**config.mk**
```make
export PLATFORM = sky130hd
export DESIGN_NAME = pc_register_unit
export DESIGN_NICKNAME = d
export VERILOG_FILES = /design/src/rtl/pc_register_unit.sv
export SDC_FILE = /design/constraint.sdc
export NUM_CORES = 1
export LEC_CHECK = 0
export CELL_PAD_IN_SITES_DETAIL_PLACEMENT = 0
export CELL_PAD_IN_SITES_GLOBAL_PLACEMENT = 1
export CORE_MARGIN = 4
export CORE_UTILIZATION = 33
export DETAILED_ROUTE_END_ITERATION = 7
export PLACE_DENSITY_LB_ADDON = 0.1
export SLEW_MARGIN = 30
export SYNTH_ARGS = -nofsm -noshare
export SYNTH_HDL_FRONTEND = slang
export SYNTH_SLANG_ARGS = --single-unit
```
**constraint.sdc**
```tcl
create_clock -name clk -period 2.32 [get_ports clk]
set_input_delay 0.348 -clock clk [delete_from_list [all_inputs] [get_ports clk]]
set_output_delay 0.348 -clock clk [all_outputs]
set_load 0.05 [all_outputs]
```
**src/rtl/pc_register_unit.sv**
```systemverilog
// PC/EPC register stage with branch resolution and PC word-alignment check.
// Optional taken/evaluated branch counters are enabled by defining PC_PERF_CNT_EN.
module pc_register_unit #(
  parameter logic [31:0] RESET_PC    = 32'h0000_0000,
  parameter bit          ALIGN_CHECK = 1'b1,
  parameter int          CNT_W       = 16
) (
  input  logic             clk,
  input  logic             reset,
  input  logic [31:0]      pc_next,
  input  logic             pc_write,
  input  logic             pc_write_cond,
  input  logic [1:0]       branch_op,
  input  logic             alu_zero,
  input  logic             alu_gt,
  input  logic             epc_write,
  input  logic [31:0]      epc_in,
  output logic [31:0]      pc,
  output logic [31:0]      epc,
  output logic             branch_taken,
  output logic             misalign_exc,
  output logic [31:0]      bad_vaddr,
  output logic [CNT_W-1:0] taken_count,
  output logic [CNT_W-1:0] branch_count
);

  logic [31:0] pc_q, pc_d;
  logic [31:0] epc_q, epc_d;
  logic [31:0] bad_vaddr_q, bad_vaddr_d;
  logic        branch_taken_q, branch_taken_d;
  logic        misalign_exc_q, misalign_exc_d;
  logic        cond;
  logic        load_req;
  logic        misaligned;

  always_comb begin
    cond = 1'b0;
    case (branch_op)
      2'b00:   cond = alu_zero;
      2'b01:   cond = ~alu_zero;
      2'b10:   cond = alu_gt;
      default: cond = ~alu_gt;
    endcase
  end

  assign load_req   = pc_write | (pc_write_cond & cond);
  assign misaligned = ALIGN_CHECK && (pc_next[1:0] != 2'b00);

  // A misaligned load leaves the PC alone; the control unit vectors via EPC.
  always_comb begin
    pc_d           = pc_q;
    bad_vaddr_d    = bad_vaddr_q;
    misalign_exc_d = 1'b0;
    branch_taken_d = branch_taken_q;
    epc_d          = epc_q;
    if (load_req && !misaligned) pc_d = pc_next;
    if (load_req && misaligned) begin
      bad_vaddr_d    = pc_next;
      misalign_exc_d = 1'b1;
    end
    if (pc_write_cond) branch_taken_d = cond;
    if (epc_write)     epc_d          = epc_in;
  end

  always_ff @(posedge clk or negedge reset) begin
    if (!reset) begin
      pc_q           <= RESET_PC;
      epc_q          <= 32'h0;
      bad_vaddr_q    <= 32'h0;
      branch_taken_q <= 1'b0;
      misalign_exc_q <= 1'b0;
    end else begin
      pc_q           <= pc_d;
      epc_q          <= epc_d;
      bad_vaddr_q    <= bad_vaddr_d;
      branch_taken_q <= branch_taken_d;
      misalign_exc_q <= misalign_exc_d;
    end
  end

  assign pc           = pc_q;
  assign epc          = epc_q;
  assign bad_vaddr    = bad_vaddr_q;
  assign branch_taken = branch_taken_q;
  assign misalign_exc = misalign_exc_q;

`ifdef PC_PERF_CNT_EN
  logic [CNT_W-1:0] taken_count_q, taken_count_d;
  logic [CNT_W-1:0] branch_count_q, branch_count_d;

  // Both counters stick at all-ones rather than wrapping.
  always_comb begin
    taken_count_d  = taken_count_q;
    branch_count_d = branch_count_q;
    if (pc_write_cond && (branch_count_q != {CNT_W{1'b1}}))
      branch_count_d = branch_count_q + CNT_W'(1);
    if (pc_write_cond && cond && (taken_count_q != {CNT_W{1'b1}}))
      taken_count_d = taken_count_q + CNT_W'(1);
  end

  always_ff @(posedge clk or negedge reset) begin
    if (!reset) begin
      taken_count_q  <= '0;
      branch_count_q <= '0;
    end else begin
      taken_count_q  <= taken_count_d;
      branch_count_q <= branch_count_d;
    end
  end

  assign taken_count  = taken_count_q;
  assign branch_count = branch_count_q;
`else
  assign taken_count  = '0;
  assign branch_count = '0;
`endif

endmodule

```
# Yosys cells after proc, flatten, opt, wreduce, memory -nomap -nowiden
# Index checks and enable logic that the tools add are counted.
[word_totals]
latchBits = 0
romBits = 0
ramBits = 0
register_bits = 98
memories = 0
[classes]
eq_ne = 2
shifts = 0
mux = 2
multipliers = 0
order_cmp = 0
addsub = 0
div = 0
reduce_logical = 5
bitwise_logic = 4
[op_table]
columns = ["cell", "count"]
rows = [
  ["one-hot mux 1 bit (3 select lines)", 1],
  ["equality test 2 x 1 -> 1 bit (second input constant)", 1],
  ["equality test 2 bit (second input constant)", 1],
  ["logical AND 1 bit", 2],
  ["zero test 2 bit", 1],
  ["NOT 1 bit", 2],
  ["nonzero test 2 bit", 1],
  ["bitwise AND 1 bit", 1],
  ["zero test 1 bit", 1],
  ["two-way mux 1 bit", 1],
  ["bitwise OR 1 bit", 1],
]

# Logic depth before layout (Yosys ltp)
# Gate-level depths: netlist of run 1.
[depth]
word_depth = 6
depth_mapped = 6
mapped_depth_nobuf = 5

# Worst setup path before layout of run 1
# Ideal clock, no wire load.
[synth_path]
path_type = "input to register"
start = "input port branch_op[1]"
end = "register bad_vaddr_q[10], in the netlist bad_vaddr[10]"
cell_stages = 5
arrival_ps = 1716
setup_slack_ps = 480
path_cell_list = "mux2i_2 nor4b_2 nor3_4 buf_4 mux2_2"
[synth_between]
elab_chain_cells = 5
[synth_lines]
columns = ["element", "line_no", "source"]
rows = [
  ["start: declaration", "13", "input logic [1:0] branch_op,"],
  ["equality test 2 bit (tied with other cells)", "38", "case (branch_op)"],
  ["one-hot mux 1 bit (3 select lines) *", "38", ""],
  ["bitwise AND 1 bit *", "46", "assign load_req = pc_write | (pc_write_cond & cond);"],
  ["bitwise OR 1 bit *", "46", ""],
  ["logical AND 1 bit *", "57", "if (load_req && misaligned) begin"],
  ["end signal: assignment", "75", "bad_vaddr_q <= bad_vaddr_d;"],
  ["end: declaration", "29", "logic [31:0] bad_vaddr_q, bad_vaddr_d;"],
]
# Mark *: on every way between the ends. The rest lies on a longest branch, timed or not.
# A chain may end at the register's enable or synchronous reset.

# Worst setup path after layout of run 1
[layout_path]
start = "input port branch_op[1]"
end = "register bad_vaddr_q[21], in the netlist bad_vaddr[21]"
# Same word-level chain as after synthesis.

==> flow_results.org, run 1 <==
** Final layout
- Number of diodes :: 0
- In the layout the commonest cells are 169 x sky130_fd_sc_hd__clkdlybuf4s50_1, 98 x sky130_fd_sc_hd__dfrtp_1, 84 x sky130_fd_sc_hd__mux2_2.
- Combined flip-flop and latch cell area :: 2450 µm²
- The area growth from synthesis to layout is 53.6%.
- Counting the fill cells in the layout gives 1,072.
- For this run, the number of standard cells in the final layout without fillers is 595.
- Most common library cell in the layout ignoring fill and taps :: sky130_fd_sc_hd__clkdlybuf4s50_1
- Multi-input gate area in the final layout :: 1380 µm²
- Share of final-layout standard cells stronger than drive strength 1 :: 0.275
- Final net count :: 518

** Critical path
- STA classifies the critical path endpoint as a flop.
- On the worst path, the slowest cell contributes a delay of 430 ps.
- Kind of cell with the highest combined delay on the critical path :: buffers and inverters
- Maximum net fanout on the critical path :: 13
- The worst setup path is launched from an input port.
- The worst register-to-register path begins at bad_vaddr[1].
- R2r setup slk :: 1210 ps
- Buffers and inverters on the worst path :: 4
- Worst R2R Path Depth :: 4
- STA puts the critical path data arrival time at 2240 ps.
- In this run the critical register-to-register path is captured at bad_vaddr[1].
- Critical setup path kind :: in -> reg
- The critical path goes through clkdlybuf4s50_1, mux2i_2, buf_4, nor4b_2, nor3_4, buf_12, inv_4, mux2_2.
- Critical path required time :: 2540 ps
- Cell at the slowest stage of the critical path :: sky130_fd_sc_hd__clkdlybuf4s50_1

** Synthesis
- Post-Syn Instances :: 259
- Simple-gate area share of the yosys netlist :: 0.0283
- For this run, the number of Yosys warnings is 0.
- Synth unique cells :: 27
- Main combinational cell family by area after synthesis :: multiplexers
- Area share of xor/xnor cells in the synthesized design :: 0.00218
- The synthesized-area fraction occupied by ao, oa, aoi and oai cells was 0.00871.
- The share of the Yosys chip area taken by registers is 0.610.
- After synthesis the netlist holds a flip-flop and latch count of 98.
- Arithmetic-cell share of the synthesized area counting full adders, half adders and majority gates :: 0
- In this run the mean area of a mapped cell was 15.5 µm².
- Share of cell area taken by muxes after synthesis :: 0.275
- Syn Std Cell Area :: 4020 µm²

** Clocking
- CTS built an H-tree with a depth of 3.
- The number of gates resized after CTS was 0.
- Clock latency on the worst-skew pair :: 340 ps
- Number of post-CTS setup repair buffers :: 0
- Max Buffers Root-to-Sink :: 2
- TritonCTS built the clock tree.
- Counting every sink on the clock net gives 98.
- After clock tree synthesis, the clock-pin slew on the worst setup and hold paths is 60 ps.
- Number of hold buffers added after cts :: 1
- Inserted Clock Buffers :: 9
- Root Buffer :: sky130_fd_sc_hd__clkbuf_16

** STA
- Post-route worst setup slack :: 300 ps
- Worst Clk Skew :: 0 ps
- Dividing the final minimum period by the clock period gives 0.870.
- For the finished layout, the period the worst path requires is 2020 ps.
- Worst Hold Slack :: 388 ps
- Setup violations remaining at the end of the flow were counted as 0.
- Setup repair after global routing left no endpoint under its margin.
- Slew @ Worst Pin :: 556 ps
- Tightest slew margin relative to the limit :: 0.628
- Fmax :: 495 MHz
- The max-slew violation total from the final report is 0.
- Hold Violations, Final :: 0

** Global routing
- Maximum number of pins on one net before global-route repair :: 54
- GRT Total Usage :: 0.140
- The first global-routing pass estimated 15.4 mm of wire.
- Total grt overflow :: 0
- The via count of the first global-routing pass was 2,898.
- Number of antenna violations at the first check in global routing :: 0

** Die
- For this configuration, the core starts out at a cell density of 0.336.
- Die Width :: 118 µm
- Core box area :: 12,000 µm²
- 203 I/O pins were placed.
- Measured along the y axis, the die boundary spans 118 µm.
- # rows :: 40
- The die covers 14,000 µm².

** Placed design
- Number of buffers added on ports :: 170
- GP Congestion :: 0.699
- Half-perimeter wire length after placement :: 7.12 mm
- At the placement stage, the worst setup path has a slack of -71.3 ps.
- Cell Count Post-Placement :: 580

** Routing
- Post-DRT Antenna Nets :: 0
- Dividing the detail-routed wire length by the instance count gives 16.3 µm.
- For this block, the via count after detailed routing is 2,635.
- Wires add up to 9.71 mm.
- Count of unresolved DRC violations after routing :: 0
- After detailed routing, the number of vias per cell comes to 4.43.
- For this run, the detailed router's first-pass iteration total came to 3.
- DRT iter0 DRCs :: 57

** Power
- Across the VDD grid, the largest voltage drop is 0.451 mV.
- In this run the static leakage power is 2.62 nW.
- Areal power density over the cells :: 912 nW/µm²

** Job
- MaxCap Viol Count :: 0

** Outcome
- Result of the run :: finished clean

** Worst hold path
- The tightest min-delay check is of the in -> async type.
-- power breakdown --
part | internal, mW | total [mW] | switching [mW] | leakage, nW
Sequential | 1.97 | 2.10 | 0.131 | 1.15
Clock | 0.747 | 1.33 | 0.588 | 0.123
Combinational | 0.818 | 2.20 | 1.38 | 1.35
Total | 3.53 | 5.63 | 2.10 | 2.62
-- metrics by stage --
stage / instance area [µm²] / util / total power, mW / setup TNS [ps]
floorplan: 4140 / - / 3.55 / 0
global placement: 5910 / 0.494 / 4.33 / -273
detailed placement: 5910 / 0.494 / 4.35 / -634
CTS: 6180 / 0.516 / 5.72 / 0
global route: 6180 / 0.516 / 5.88 / 0
finish: 6180 / 0.516 / 5.63 / 0
-- sequential cells by signal, indices dropped and copies added, names as in the netlist --
name	flops
bad_vaddr	32
epc	32
pc	32
branch_taken	1
misalign_exc	1
-- per-layer routing --
layer | routed length [µm] | GRT usage | up-vias
met5 | 0 | 0 | -
met4 | 163 | 0.0608 | 0
met3 | 911 | 0.0569 | 11
met2 | 4500 | 0.219 | 125
met1 | 4140 | 0.169 | 1291
li1 | - | - | 1208
-- area by class of cell --
| class | instances | area share |
|---|---|---|
| clock buffer | 14 | 0.0411 |
| timing repair buffer | 185 | 0.306 |
| tap | 147 | 0.0298 |
| multi-input combinational | 148 | 0.224 |
| sequential | 98 | 0.397 |
| inverter | 3 | 0.00223 |
-- synthesized netlist by cell type --
cell                        n  share of area
sky130_fd_sc_hd__nand2_1    2         0.0019
sky130_fd_sc_hd__nor2b_1    1         0.0016
sky130_fd_sc_hd__a221oi_1   2         0.0044
sky130_fd_sc_hd__mux2i_2    1         0.0034
sky130_fd_sc_hd__mux2_2    84           0.24
sky130_fd_sc_hd__clkbuf_1   1        0.00093
sky130_fd_sc_hd__nor4bb_1   1         0.0025
sky130_fd_sc_hd__buf_4     33          0.062
sky130_fd_sc_hd__inv_4      1         0.0016
sky130_fd_sc_hd__buf_2      3         0.0037
sky130_fd_sc_hd__mux2i_1    1         0.0025
sky130_fd_sc_hd__nor3_4     1         0.0040
sky130_fd_sc_hd__nor4b_2    1         0.0037
sky130_fd_sc_hd__nor2_1     3         0.0028
sky130_fd_sc_hd__inv_1      2         0.0019
sky130_fd_sc_hd__conb_1     1        0.00093
sky130_fd_sc_hd__nand3_1    2         0.0025
sky130_fd_sc_hd__mux2_4     9          0.034
sky130_fd_sc_hd__buf_6      1         0.0028
sky130_fd_sc_hd__buf_1      3         0.0028
sky130_fd_sc_hd__and4b_1    1         0.0025
sky130_fd_sc_hd__nor2_2     1         0.0016
sky130_fd_sc_hd__and3_1     2         0.0031
sky130_fd_sc_hd__dfrtp_1   98           0.61
sky130_fd_sc_hd__o311ai_0   2         0.0044
sky130_fd_sc_hd__nor4b_1    1         0.0022
sky130_fd_sc_hd__xnor2_1    1         0.0022
-- cells by family after synthesis --
kind of cell / after synthesis
DFF: 98
muxes: 95
buffers and inverters: 44
and+or+nand+nor: 16
AOI/OAI and AO/OA: 4
xor gates and xnor gates: 1
other: 1
-- how the worst max path moves through the flow --
stage / start / end / depth (start not counted)
6_report: branch_op[1] / bad_vaddr[21] / 8
5_1_grt: branch_op[1] / bad_vaddr[21] / 8
3_3_place_gp: branch_op[1] / bad_vaddr[20] / 8
3_5_place_dp: branch_op[1] / bad_vaddr[21] / 8
2_1_floorplan: branch_op[1] / bad_vaddr[10] / 5
4_1_cts: branch_op[1] / bad_vaddr[21] / 8
Power figures use the tool's default switching activity.
==> run 2: changes to the inputs <==
CORE_ASPECT_RATIO = 2   (was unset)
==> run 2 against run 1 <==
Die area rose by 0.76%. Register-to-register slack hardly changed. Maximum frequency up 4.8%. Clock power up 7%. Clock skew unchanged. Routed wire length increased by 2.3%. Combinational power about the same. Via count decreased by 1.2%. Sequential share of layout area rose by 0.30 points. Critical path depth fell by 2. Highest routed layer unchanged.
==> flow_results.org, run 2 (synthesis gave the netlist of run 1 again) <==
** Outcome
- Result of the run: finished clean (unchanged).

** Global routing
- The initial antenna violation count is 0 (unchanged).
- The pin count of the biggest net entering global routing is 46 (was 54).
- Global-route wire length before repair :: 15.3 mm (was 15.4 mm)
- GRT Total Usage :: 0.142 (was 0.140)
- The residual overflow from global routing was 0 (unchanged).
- The via count of the first global-routing pass is 2,831 (was 2,898).

** Clocking
- TritonCTS clock tree :: built (unchanged)
- Inserted Clock Buffers :: 9 (unchanged)
- Number of hold buffers added after cts :: 0 (was 1)
- CTS HTree Levels :: 3 (unchanged)
- Root Buffer :: sky130_fd_sc_hd__clkbuf_16 (unchanged)
- Clock latency on the worst-skew pair :: 330 ps (was 340 ps)
- The CTS sink count is 98 (unchanged).
- Max Buffers Root-to-Sink :: 2 (unchanged)
- The number of buffers added for setup after CTS came to 0 (unchanged).
- The post-cts gate resize count came to 0 (unchanged).
- Clock transition at the registers of the reported paths :: 70 ps (was 60 ps)

** Die
- Overall die area :: 14,100 µm² (was 14,000 µm²)
- The number of core rows came to 56 (was 40).
- Initial standard-cell utilization of the core :: 0.340 (was 0.336)
- The boundary pin count is 203 (unchanged).
- Core box area :: 11,800 µm² (was 12,000 µm²)
- Vert. Die Dim :: 164 µm (was 118 µm)
- Die Width :: 86.1 µm (was 118 µm)

** STA
- The tightest slew margin relative to the limit is 0.606 (was 0.628).
- The worst clock skew came to 0 ps (unchanged).
- Post-route minimum period :: 1930 ps (was 2020 ps)
- Hold Violations, Final :: 0 (unchanged)
- Final setup violation count :: 0 (unchanged)
- The highest attainable clock frequency was 519 MHz (was 495 MHz).
- Period utilisation layout :: 0.830 (was 0.870)
- The max-slew violation total from the final report was 0 (unchanged).
- Setup repair after global routing missed its margin :: false (unchanged)
- Sum of negative setup slack :: 0 ps (unchanged)
- Slew @ Worst Pin :: 589 ps (was 556 ps)

** Placed design
- The total placed cells including tap cells is 574 (was 580).
- Half-perimeter wire length after placement :: 7.86 mm (was 7.12 mm)
- Number of buffers added on ports :: 170 (unchanged)
- The placer's final routability congestion estimate was 0.693 (was 0.699).

** Final layout
- Commonest cells after routing, fill and taps aside :: 169 x sky130_fd_sc_hd__clkdlybuf4s50_1, 98 x sky130_fd_sc_hd__dfrtp_1, 84 x sky130_fd_sc_hd__mux2_2 (unchanged)
- Non-Filler Instances :: 590 (was 595)
- Number of diodes :: 0 (unchanged)
- The number of nets in the final layout came to 513 (was 518).
- The layout-stage area growth over the synthesis result is 52.4% (was 53.6%).
- The layout cell share with drive strength beyond 1 is 0.281 (was 0.275).
- The leading cell type in the layout, fill and taps excluded was sky130_fd_sc_hd__clkdlybuf4s50_1 (unchanged).

** Routing
- The first-pass iteration count of the detailed router is 4 (was 3).
- Detailed-route wire length per cell :: 16.8 µm (was 16.3 µm)
- The count of routing violations after the opening detailed-route iteration came to 64 (was 57).
- Via density :: 4.41 (was 4.43)
- Count of unresolved DRC violations after routing :: 0 (unchanged)
- The total wirelength of the detailed-routed design was 9.93 mm (was 9.71 mm).
- Detailed-route via count :: 2,603 (was 2,635)
- Post-DRT Antenna Nets :: 0 (unchanged)

** Critical path
- The critical path start-end classification is in -> reg (unchanged).
- The signal arrival time at the worst endpoint was 2140 ps (was 2240 ps).
- Maximum net fanout on the critical path :: 6 (was 13)
- Category of the worst setup path launch point :: input port (unchanged)
- The endpoint type of the worst setup path was a flop (unchanged).
- The required time at the endpoint of the critical path is 2540 ps (about the same).

** Power
- Static leakage :: 2.61 nW (was 2.62 nW)
- Worst IR drop on VDD :: 0.503 mV (was 0.451 mV)
- Areal power density over the cells :: 931 nW/µm² (was 912 nW/µm²)
- The total power is 5.71 mW (was 5.63 mW).

** Worst hold path
- The class of the worst hold path was in -> async (unchanged).

** Job
- MaxCap Viol Count :: 0 (unchanged)
==> run 2: cell types whose count changed in the layout (fill, tap and decap cells not counted), sizes merged <==
cell,before,now
buf,15,11
clkbuf,14,10
clkinv,0,3
dlygate4sd3,1,0
inv,3,6
==> run 2: where the power goes <==
group	leakage (nW)	internal [mW]	total [mW]	switching, mW
Sequential	1.15	1.97	2.10	0.132
Combinational	1.31	0.800	2.19	1.39
Clock	0.144	0.770	1.42	0.653
Total	2.61	3.54	5.71	2.17
==> run 2: final cells by class <==
cell class / instances / area (µm²)
Fill cell: 1025 / 5710
Clock inverter: 6 / 48.8
Sequential cell: 98 / 2450
Timing Repair Buffer: 180 / 1810
Multi-Input combinational cell: 148 / 1380
Tap cell: 145 / 181
Inverter: 3 / 13.8
Clock buffer: 10 / 239
==> run 2: worst max-delay path, stage by stage <==
cell	delay (ps)
sky130_fd_sc_hd__clkdlybuf4s50_1	520
sky130_fd_sc_hd__nor2_2	240
sky130_fd_sc_hd__and4b_1	250
sky130_fd_sc_hd__nor3_4	240
sky130_fd_sc_hd__buf_4	210
sky130_fd_sc_hd__mux2_2	330
==> run 2: worst paths after layout <==
kind,start,end,slack [ps],cells past startpoint
max,pc_next[1],bad_vaddr[3],390,6
min,reset,epc[3],3,1
max reg2reg,bad_vaddr[0],bad_vaddr[0],1210,4
min reg2reg,bad_vaddr[14],bad_vaddr[14],500,1
max in group asynchronous,reset,bad_vaddr[5],1680,2
min in group clk,bad_vaddr[14],bad_vaddr[14],500,1
==> run 2: layer usage <==
| layer | global-route usage | part of all wire |
|---|---|---|
| met4 | 0.0540 | 0.018 |
| met5 | 0 | 0 |
| met2 | 0.264 | 0.56 |
| met1 | 0.146 | 0.33 |
| met3 | 0.0447 | 0.087 |
==> run 2: stage by stage <==
| step | setup WS (ps) | cell area (µm²) | hold WS (ps) | utilization |
|---|---|---|---|---|
| 6_report | 394 | 6130 | 2.65 | 0.518 |
| 5_1_grt | 306 | 6130 | 50.0 | 0.518 |
| 4_1_cts | 393 | 6130 | 19.6 | 0.518 |
| 3_5_place_dp | 29.8 | 5840 | 401 | 0.493 |
| 3_3_place_gp | 65.0 | 5840 | 394 | 0.493 |
| 2_1_floorplan | 480 | 4140 | 52.4 | - |
==> run 3: changes to the inputs <==
CORE_UTILIZATION = 31   (was 33)
clock period = 1.8 ns   (was 2.32 ns; I/O delays follow)
==> run 3 against run 2 <==
Die area up 6.0%. Combinational power up 28%. Sequential cell count unchanged. Register-to-register slack worse by 450 ps. Critical path type is now reg -> out. Critical endpoint is now epc[13].
==> flow_results.org, run 3 (synthesis gave the netlist of run 1 again) <==
** Final layout
- The layout cell share with drive strength beyond 1 is 0.377 (was 0.281).
- The number of nets in the final layout came to 528 (was 513).
- The total inserted antenna cells came to 0 (unchanged).
- Most common library cell in the layout ignoring fill and taps :: sky130_fd_sc_hd__dfrtp_1 (was sky130_fd_sc_hd__clkdlybuf4s50_1)
- Syn-to-layout area delta :: 57.8% (was 52.4%)
- Commonest cells after routing, fill and taps aside :: 98 x sky130_fd_sc_hd__dfrtp_1, 84 x sky130_fd_sc_hd__mux2_2, 74 x sky130_fd_sc_hd__clkdlybuf4s50_1 (was 169 x sky130_fd_sc_hd__clkdlybuf4s50_1, 98 x sky130_fd_sc_hd__dfrtp_1, 84 x sky130_fd_sc_hd__mux2_2)
- The count of non-filler cells in the finished layout is 609 (was 590).

** STA
- Period utilisation layout :: 0.978
- The smallest setup slack after layout came to 39.3 ps (was 394 ps).
- Derived from the worst setup path, the maximum achievable clock frequency is 568 MHz.
- Final setup violation count :: 0 (unchanged)
- Slew @ Worst Pin :: 569 ps (was 589 ps)
- Worst Clk Skew :: 0 ps (unchanged)
- Setup repair after global routing missed its margin: true (was false).
- The tightest slew margin relative to the limit was 0.622 (was 0.606).
- The max-slew violation total from the final report was 0 (unchanged).
- Post-route minimum period :: 1760 ps
- The total count of hold-check failures in the final report is 0 (unchanged).
- Worst Hold Slack :: 322 ps (was 2.65 ps)

** Routing
- The via count is 2,682 (was 2,603).
- The total wirelength of the detailed-routed design is 10.7 mm (was 9.93 mm).
- The number of DRC violations after detailed routing was 0 (unchanged).
- First-pass detailed-route iteration total :: 4 (unchanged)
- The antenna violation net count after detailed routing was 0 (unchanged).
- The wire length per cell after detailed routing came to 17.5 µm (was 16.8 µm).
- Via density :: 4.40 (was 4.41)
- The count of routing violations after the opening detailed-route iteration is 68 (was 64).

** Clocking
- Max Buffers Root-to-Sink :: 2 (unchanged)
- Clock latency on the worst-skew pair :: 330 ps (about the same)
- TritonCTS clock tree :: built (unchanged)
- Root Buffer :: sky130_fd_sc_hd__clkbuf_16 (unchanged)
- The CTS sink count came to 98 (unchanged).
- The TritonCTS buffer count came to 9 (unchanged).
- Clock transition at the registers of the reported paths :: 70 ps (about the same)
- CTS HTree Levels :: 3 (unchanged)

** Global routing
- Met2 track demand over resource :: 0.262 (was 0.264)
- Met1 capacity usage during global routing :: 0.148 (was 0.146)
- GRT Total Usage :: 0.142 (about the same)
- Via count of the first global-routing pass :: 2,929 (was 2,831)
- The global routing usage on met3 came to 0.0419 (was 0.0447).
- Global-route wire length before repair :: 15.9 mm (was 15.3 mm)
- The residual overflow from global routing came to 0 (unchanged).
- The pin count of the biggest net entering global routing came to 39 (was 46).
- The busiest layer in global routing is met2 (unchanged).
- The initial antenna violation count is 0 (unchanged).

** Critical path
- Cell Chain, Critical Path :: clkdlybuf4s50_1 (was clkdlybuf4s50_1, nor2_2, and4b_1, nor3_4, buf_4, mux2_2)
- The category of cells accounting for the largest share of critical-path delay is buffers and inverters (unchanged).
- Critical setup path kind :: reg -> out (was in -> reg)
- Critical path required time :: 1530 ps (was 2540 ps)
- The flop-to-flop setup slack came to 760 ps (was 1210 ps).
- The critical-path maximum fanout is 2 (was 6).
- Arrival time of data at the critical path endpoint :: 1490 ps (was 2140 ps)
- The kind of launch point of the worst setup path is a flop (was input port).
- Crit path capture type :: output pin (was flop)
- Critical Path Max Stage Delay :: 810 ps (was 520 ps)
- Cell at the slowest stage of the critical path :: sky130_fd_sc_hd__clkdlybuf4s50_1 (unchanged)
- The critical path buffer and inverter count was 1 (was 2).

** Die
- Core box area :: 12,600 µm² (was 11,800 µm²)
- The number of core rows is 58 (was 56).
- Vert. Die Dim :: 169 µm (was 164 µm)
- The boundary pin count came to 203 (unchanged).
- The initial cell density of the core was 0.318 (was 0.340).
- The area of the die is 15,000 µm² (was 14,100 µm²).
- Die Width :: 88.5 µm (was 86.1 µm)

** Placed design
- Number of buffers added on ports :: 170 (unchanged)
- The post-placement worst setup slack was -482 ps (was 29.8 ps).
- GP Congestion :: 0.687 (was 0.693)
- The detailed-placement wirelength estimate was 8.11 mm (was 7.86 mm).
- Cell Count Post-Placement :: 586 (was 574)

** Outcome
- Result of the run: finished clean (unchanged).

** Job
- The max-capacitance violation count is 0 (unchanged).

** Power
- The leakage power total came to 3.19 nW (was 2.61 nW).
- Areal power density over the cells :: 1150 nW/µm² (was 931 nW/µm²)
- Worst IR drop on VDD :: 0.555 mV (was 0.503 mV)

** Worst hold path
- The class of the worst hold path is in -> async (unchanged).
-- run 3: cell types whose count changed in the layout (fill, tap and decap cells not counted), sizes merged --
cell / before / now
inv: 6 / 2
dlymetal6s2s: 0 / 46
dlygate4sd2: 0 / 13
clkinvlp: 0 / 2
clkbuf: 10 / 12
dlygate4sd3: 0 / 1
clkdlybuf4s50: 169 / 74
buf: 11 / 60
-- run 3: final cells by class --
type,count,area (µm²)
well taps,150,188
repair buffers,195,2000
multi-input cells,148,1400
clock buffers,11,243
fillers,1143,6280
clock inverters,4,28.8
flip-flops and latches,98,2450
inverters,3,37.5
-- run 3: stage by stage --
step                total power, mW  cell area [µm²]  TNS (ps)   util
floorplan                      4.57             4140         0      -
global placement               5.54             5810    -21680  0.460
detailed placement             5.56             5810    -23030  0.460
CTS                            7.41             6190         0  0.490
global route                   7.63             6340      -220  0.502
finish                         7.27             6340         0  0.502
-- run 3: timing repair --
item                       in CTS  in global routing
cloned                          2                  1
pin swaps                       2                  2
hold endpoints to repair       12                  0
gates resized for setup        21                 52
setup endpoints to repair      50                 95
hold buffers                    1                  0
setup buffers                   2                  3
-- run 3: power by group --
part	internal [mW]	leakage, nW	switching [mW]
Sequential	2.54	1.15	0.162
Combinational	1.00	1.91	1.81
Clock	0.967	0.128	0.791
-- run 3: path summary, 6_finish.rpt --
kind	startpoint	endpoint	depth (start not counted)
min	reset	epc[14]	2
min reg2reg	pc[2]	pc[2]	1
max	epc[13]	epc[13]	1
max in group asynchronous	reset	pc[27]	3
min in group clk	pc[2]	pc[2]	1
max reg2reg	bad_vaddr[0]	bad_vaddr[0]	4
-- run 3: layer usage --
layer / up-vias / share of wire
met5: - / 0
met4: 0 / 0.016
met3: 9 / 0.084
met2: 117 / 0.57
met1: 1322 / 0.33
li1: 1234 / -
==> RTL edit 1 (config.mk and constraints of run 3) <==
Add a define of `PC_PERF_CNT_EN`.
--- a/src/rtl/pc_register_unit.sv
+++ b/src/rtl/pc_register_unit.sv
@@ -1,4 +1,6 @@
 // PC/EPC register stage with branch resolution and PC word-alignment check.
 // Optional taken/evaluated branch counters are enabled by defining PC_PERF_CNT_EN.
+`define PC_PERF_CNT_EN
+
 module pc_register_unit #(
   parameter logic [31:0] RESET_PC    = 32'h0000_0000,
Function: changed (Yosys sat finds a counterexample within 4 cycles, from zero or initial values and one cycle with reset low).
==> RTL edit 1 against run 3 <==
- sequential cell count is 32 higher
- area after synthesis is 27% higher
- die area is 25% higher
- fmax is 1.3% lower
- clock skew is 0.0052 ns higher
- critical path depth is 4 higher
- sequential share of layout area is 0.30 points higher
- sequential power is 38% higher
- power is 53% higher
- final area is 33% higher
- worst setup slack worse by 0.023 ns
- routed wire length is 35% higher
- critical path type is now flop to flop
- largest cell class unchanged
==> RTL edit 1: results <==
metrics = {
    "power": {
        "switching_share_pct": 35.4,
        "p_leak_nw": 3.84,
        "powerComb_mw": 3.65,
        "vdd_ir_drop_max_v": 0.00104,
        "pg_seq_mw": 3.72,
    },
    "global_route": {
        "antenna_found_initial": 1,
        "grt_max_degree": 34,
        "track_usage_pct": 15.6,
        "first_global_vias": 4107,
        "grt_pass1_wl_microns": 22500,
    },
    "clocking": {
        "htreeDepth": 4,
    },
    "critical_path": {
        "timing.rr.start": "taken_count[5]",
        "crit_arrival_ns": 2.08,
        "slowest_delay_ns": 0.58,
        "cp_slowest_cell": "or4b_4",
        "cp_max_fo": 4,
        "path_class": "flop to flop",
    },
    "floorplanning": {
        "fp.dieW_microns": 98.7,
        "coreArea_sq_mm": 0.0162,
    },
    "layout": {
        "finalNonFillerCells": 828,
        "drive_above_1_share_pct": 45.9,
        "nets": 685,
    },
    "outcome": {
        "status": "completed",
    },
    "place": {
        "port_buffers": 202,
        "preCtsSetupSlack_ns": -0.608,
        "place_inst": 776,
        "hpwlAfterDp_microns": 10500,
    },
    "routing": {
        "dr_total_vias": 3780,
        "avgRoutedWirePerCell_microns": 17.4,
        "dr.first_iter.drc_count": 50,
    },
    "sta": {
        "worstMarginPinSlew_ns": 0.537,
        "finalClockSkew_ns": 0.00524,
    },
    "min_path": {
        "hp-class": "input pin to flop",
    },
    "logic_synthesis": {
        "synth_area_leaders": "dfrtp_1, mux2_2, xnor2_1, xor2_1, nand4_1",
        "synth_cell_types": 33,
    },
}
RTL edit 1: worst max-delay path, delay by kind of cell (launching register included):
kind	cells	cell delay, ns
simple gates	4	1.20
xor+xnor	1	0.12
flops	1	0.35
RTL edit 1: worst paths after layout:
| kind | end | slack, ns | cells after the start |
|---|---|---|---|
| setup / recovery | taken_count[14] | 0.02 | 5 |
| hold / removal | branch_taken | 0.29 | 2 |
| setup reg to reg | taken_count[14] | 0.02 | 5 |
| hold reg to reg | pc[0] | 0.49 | 1 |
| max in group asynchronous | bad_vaddr[16] | 0.73 | 3 |
| min in group asynchronous | epc[2] | 0.37 | 2 |
RTL edit 1: repair_timing:
item / 4_1_cts / 5_1_grt
setup buffers: 11 / 4
cloned: 4 / 0
hold buffers: 1 / 0
hold endpoints to repair: 29 / 0
setup endpoints to repair: 124 / 23
gates resized for setup: 79 / 3
pin swaps: 2 / 8
RTL edit 1: routing by layer:
layer	wire [microns]	track usage [%]
met5	0	0
met3	721	3.95
met4	283	6.21
met2	8080	29.0
met1	5290	16.5
RTL edit 1: cells by family after synthesis:
kind of cell	synth area share, %
mux	21.4
flops	63.8
compound gates	1.32
fa+ha+maj	0.490
buf+inv	1.10
xor+xnor	4.81
simple gates	7.09
RTL edit 1: metrics by stage:
step	hold slack, ns	instance area [sq um]
floorplan	-0.0256	5190
global placement	0.268	7580
detailed placement	0.271	7580
CTS	0.301	8400
global route	0.318	8430
finish	0.295	8430
RTL edit 1: final cells by class:
type	count	area [sq um]
tap	204	255
multi-input combinational	202	1890
fill	1480	7750
inverter	3	11.3
sequential	130	3280
timing repair buffer	256	2350
clock inverter	12	206
clock buffer	20	437
antenna	1	2.50
==> RTL edit 2 (settings of run 3) <==
Without the edit above. Register the output `bad_vaddr` once more; this adds one clock of latency there. The other outputs are not delayed to match.
--- a/src/rtl/pc_register_unit.sv
+++ b/src/rtl/pc_register_unit.sv
@@ -81,5 +81,7 @@
   assign pc           = pc_q;
   assign epc          = epc_q;
-  assign bad_vaddr    = bad_vaddr_q;
+  always_ff @(posedge clk) begin
+    bad_vaddr <= bad_vaddr_q;
+  end
   assign branch_taken = branch_taken_q;
   assign misalign_exc = misalign_exc_q;
Formal check against the unedited RTL: not equivalent (a bounded check fails within 4 cycles, from zero or initial values and one cycle with reset low).
==> RTL edit 2 against run 3 <==
- area after synthesis up 19%
- largest power group is now sequential cells
- die area is 17% higher
- power is 31% higher
- highest routed layer unchanged
- worst setup slack improved by 0.021 ns
- clock skew is 0.0047 ns higher
- sequential cell count is 32 higher
- routed wire length up 3.1%
- final area up 13%
==> RTL edit 2: results <==
metrics = {
    "clocking": {
        "numCtsBuffers": 17,
        "clk_path_buf_depth": 2,
        "clock_latency_ns": 0.39,
        "post-cts-setup-buffer-count": 0,
        "htreeDepth": 4,
        "post_cts_resize_count": 66,
    },
    "layout": {
        "finalNonFillerCells": 695,
        "regArea_sq_mm": 0.00309,
        "drive_above_1_share_pct": 35.4,
        "num-nonclk-buffers": 187,
        "clkCellAreaFrac_pct": 7.96,
        "clkbuf_count": 19,
        "fillCellCount": 1379,
        "seq_cells": 130,
        "nonClkBufAreaFrac_pct": 24.4,
        "nets": 560,
        "area_growth_syn_to_layout_pct": 49.7,
    },
    "global_route": {
        "grt_use_met2_pct": 23.8,
        "use_met3_pct": 4.31,
        "grt_pass1_wl_microns": 16700,
        "gr-usage-met1_pct": 12.0,
        "first_global_vias": 3176,
        "grt_max_degree": 61,
        "track_usage_pct": 12.6,
    },
    "critical_path": {
        "cp_max_fo": 15,
        "crit_arrival_ns": 2.02,
    },
    "routing": {
        "met2_length_microns": 6200,
        "vias_per_cell": 4.15,
        "drt-met1-wl_microns": 3770,
        "first_pass_iters": 4,
        "avgRoutedWirePerCell_microns": 15.8,
        "ant_nets": 0,
        "dr_wl_met3_microns": 915,
    },
    "sta": {
        "finalClockSkew_ns": 0.00474,
        "slew_headroom_pct": 64.7,
    },
    "place": {
        "hpwlAfterDp_microns": 8380,
        "placed_area_sq_mm": 0.00662,
        "preCtsSetupSlack_ns": -0.387,
        "place_inst": 662,
    },
    "logic_synthesis": {
        "synthArstFlopShare_pct": 75.4,
        "synthAdderAreaFrac_pct": 0,
        "synth-compound-area-share_pct": 0.735,
        "ys_top_cells_by_count": "dfrtp_1, mux2_2, buf_4, dfxtp_1, mux2_4",
        "ys_seq_area_share_pct": 64.9,
        "muxShareOfSynthArea_pct": 24.7,
        "synth_area_leaders": "dfrtp_1, mux2_2, dfxtp_1, mux2_4, buf_4",
        "synthFlopType": "dfrtp_1",
        "synth_cell_types": 26,
        "avgSynthCellArea_sq_um": 16.3,
        "synth_xor_area_share_pct": 0.184,
    },
    "power": {
        "power_density_mw_per_mm2": 1330,
        "p_leak_nw": 3.28,
    },
    "outcome": {
        "status": "completed",
    },
}
RTL edit 2: cell count changes in the layout (fill, tap and decap cells not counted), moves of 5 or more:
cell                   run 3  this run
buf_4                     52        41
clkbuf_16                 10        17
dfxtp_1                    0        32
dlygate4sd2_1             13        66
dlymetal6s2s_1            46         3
inv_6                      0         5
mux2_2                    84        64
mux2_4                     9        29
RTL edit 2: report_power, final:
group,internal (mW),total [mW],switching [mW]
Sequential,3.36,3.55,0.189
Combinational,0.895,2.69,1.80
Clock,1.96,3.25,1.29
Total,6.21,9.49,3.28
RTL edit 2: worst paths after layout:
kind	start	end	slack [ns]	cells past startpoint
min in group clk	bad_vaddr_q[22]	bad_vaddr[22]	0.37	0
worst max-delay path	pc_next[1]	bad_vaddr_q[31]	0.06	6
worst min register to register	bad_vaddr_q[22]	bad_vaddr[22]	0.37	0
worst max register to register	bad_vaddr_q[1]	bad_vaddr_q[1]	0.76	4
worst min-delay path	reset	epc[19]	0.28	2
max in group asynchronous	reset	bad_vaddr_q[5]	0.90	3
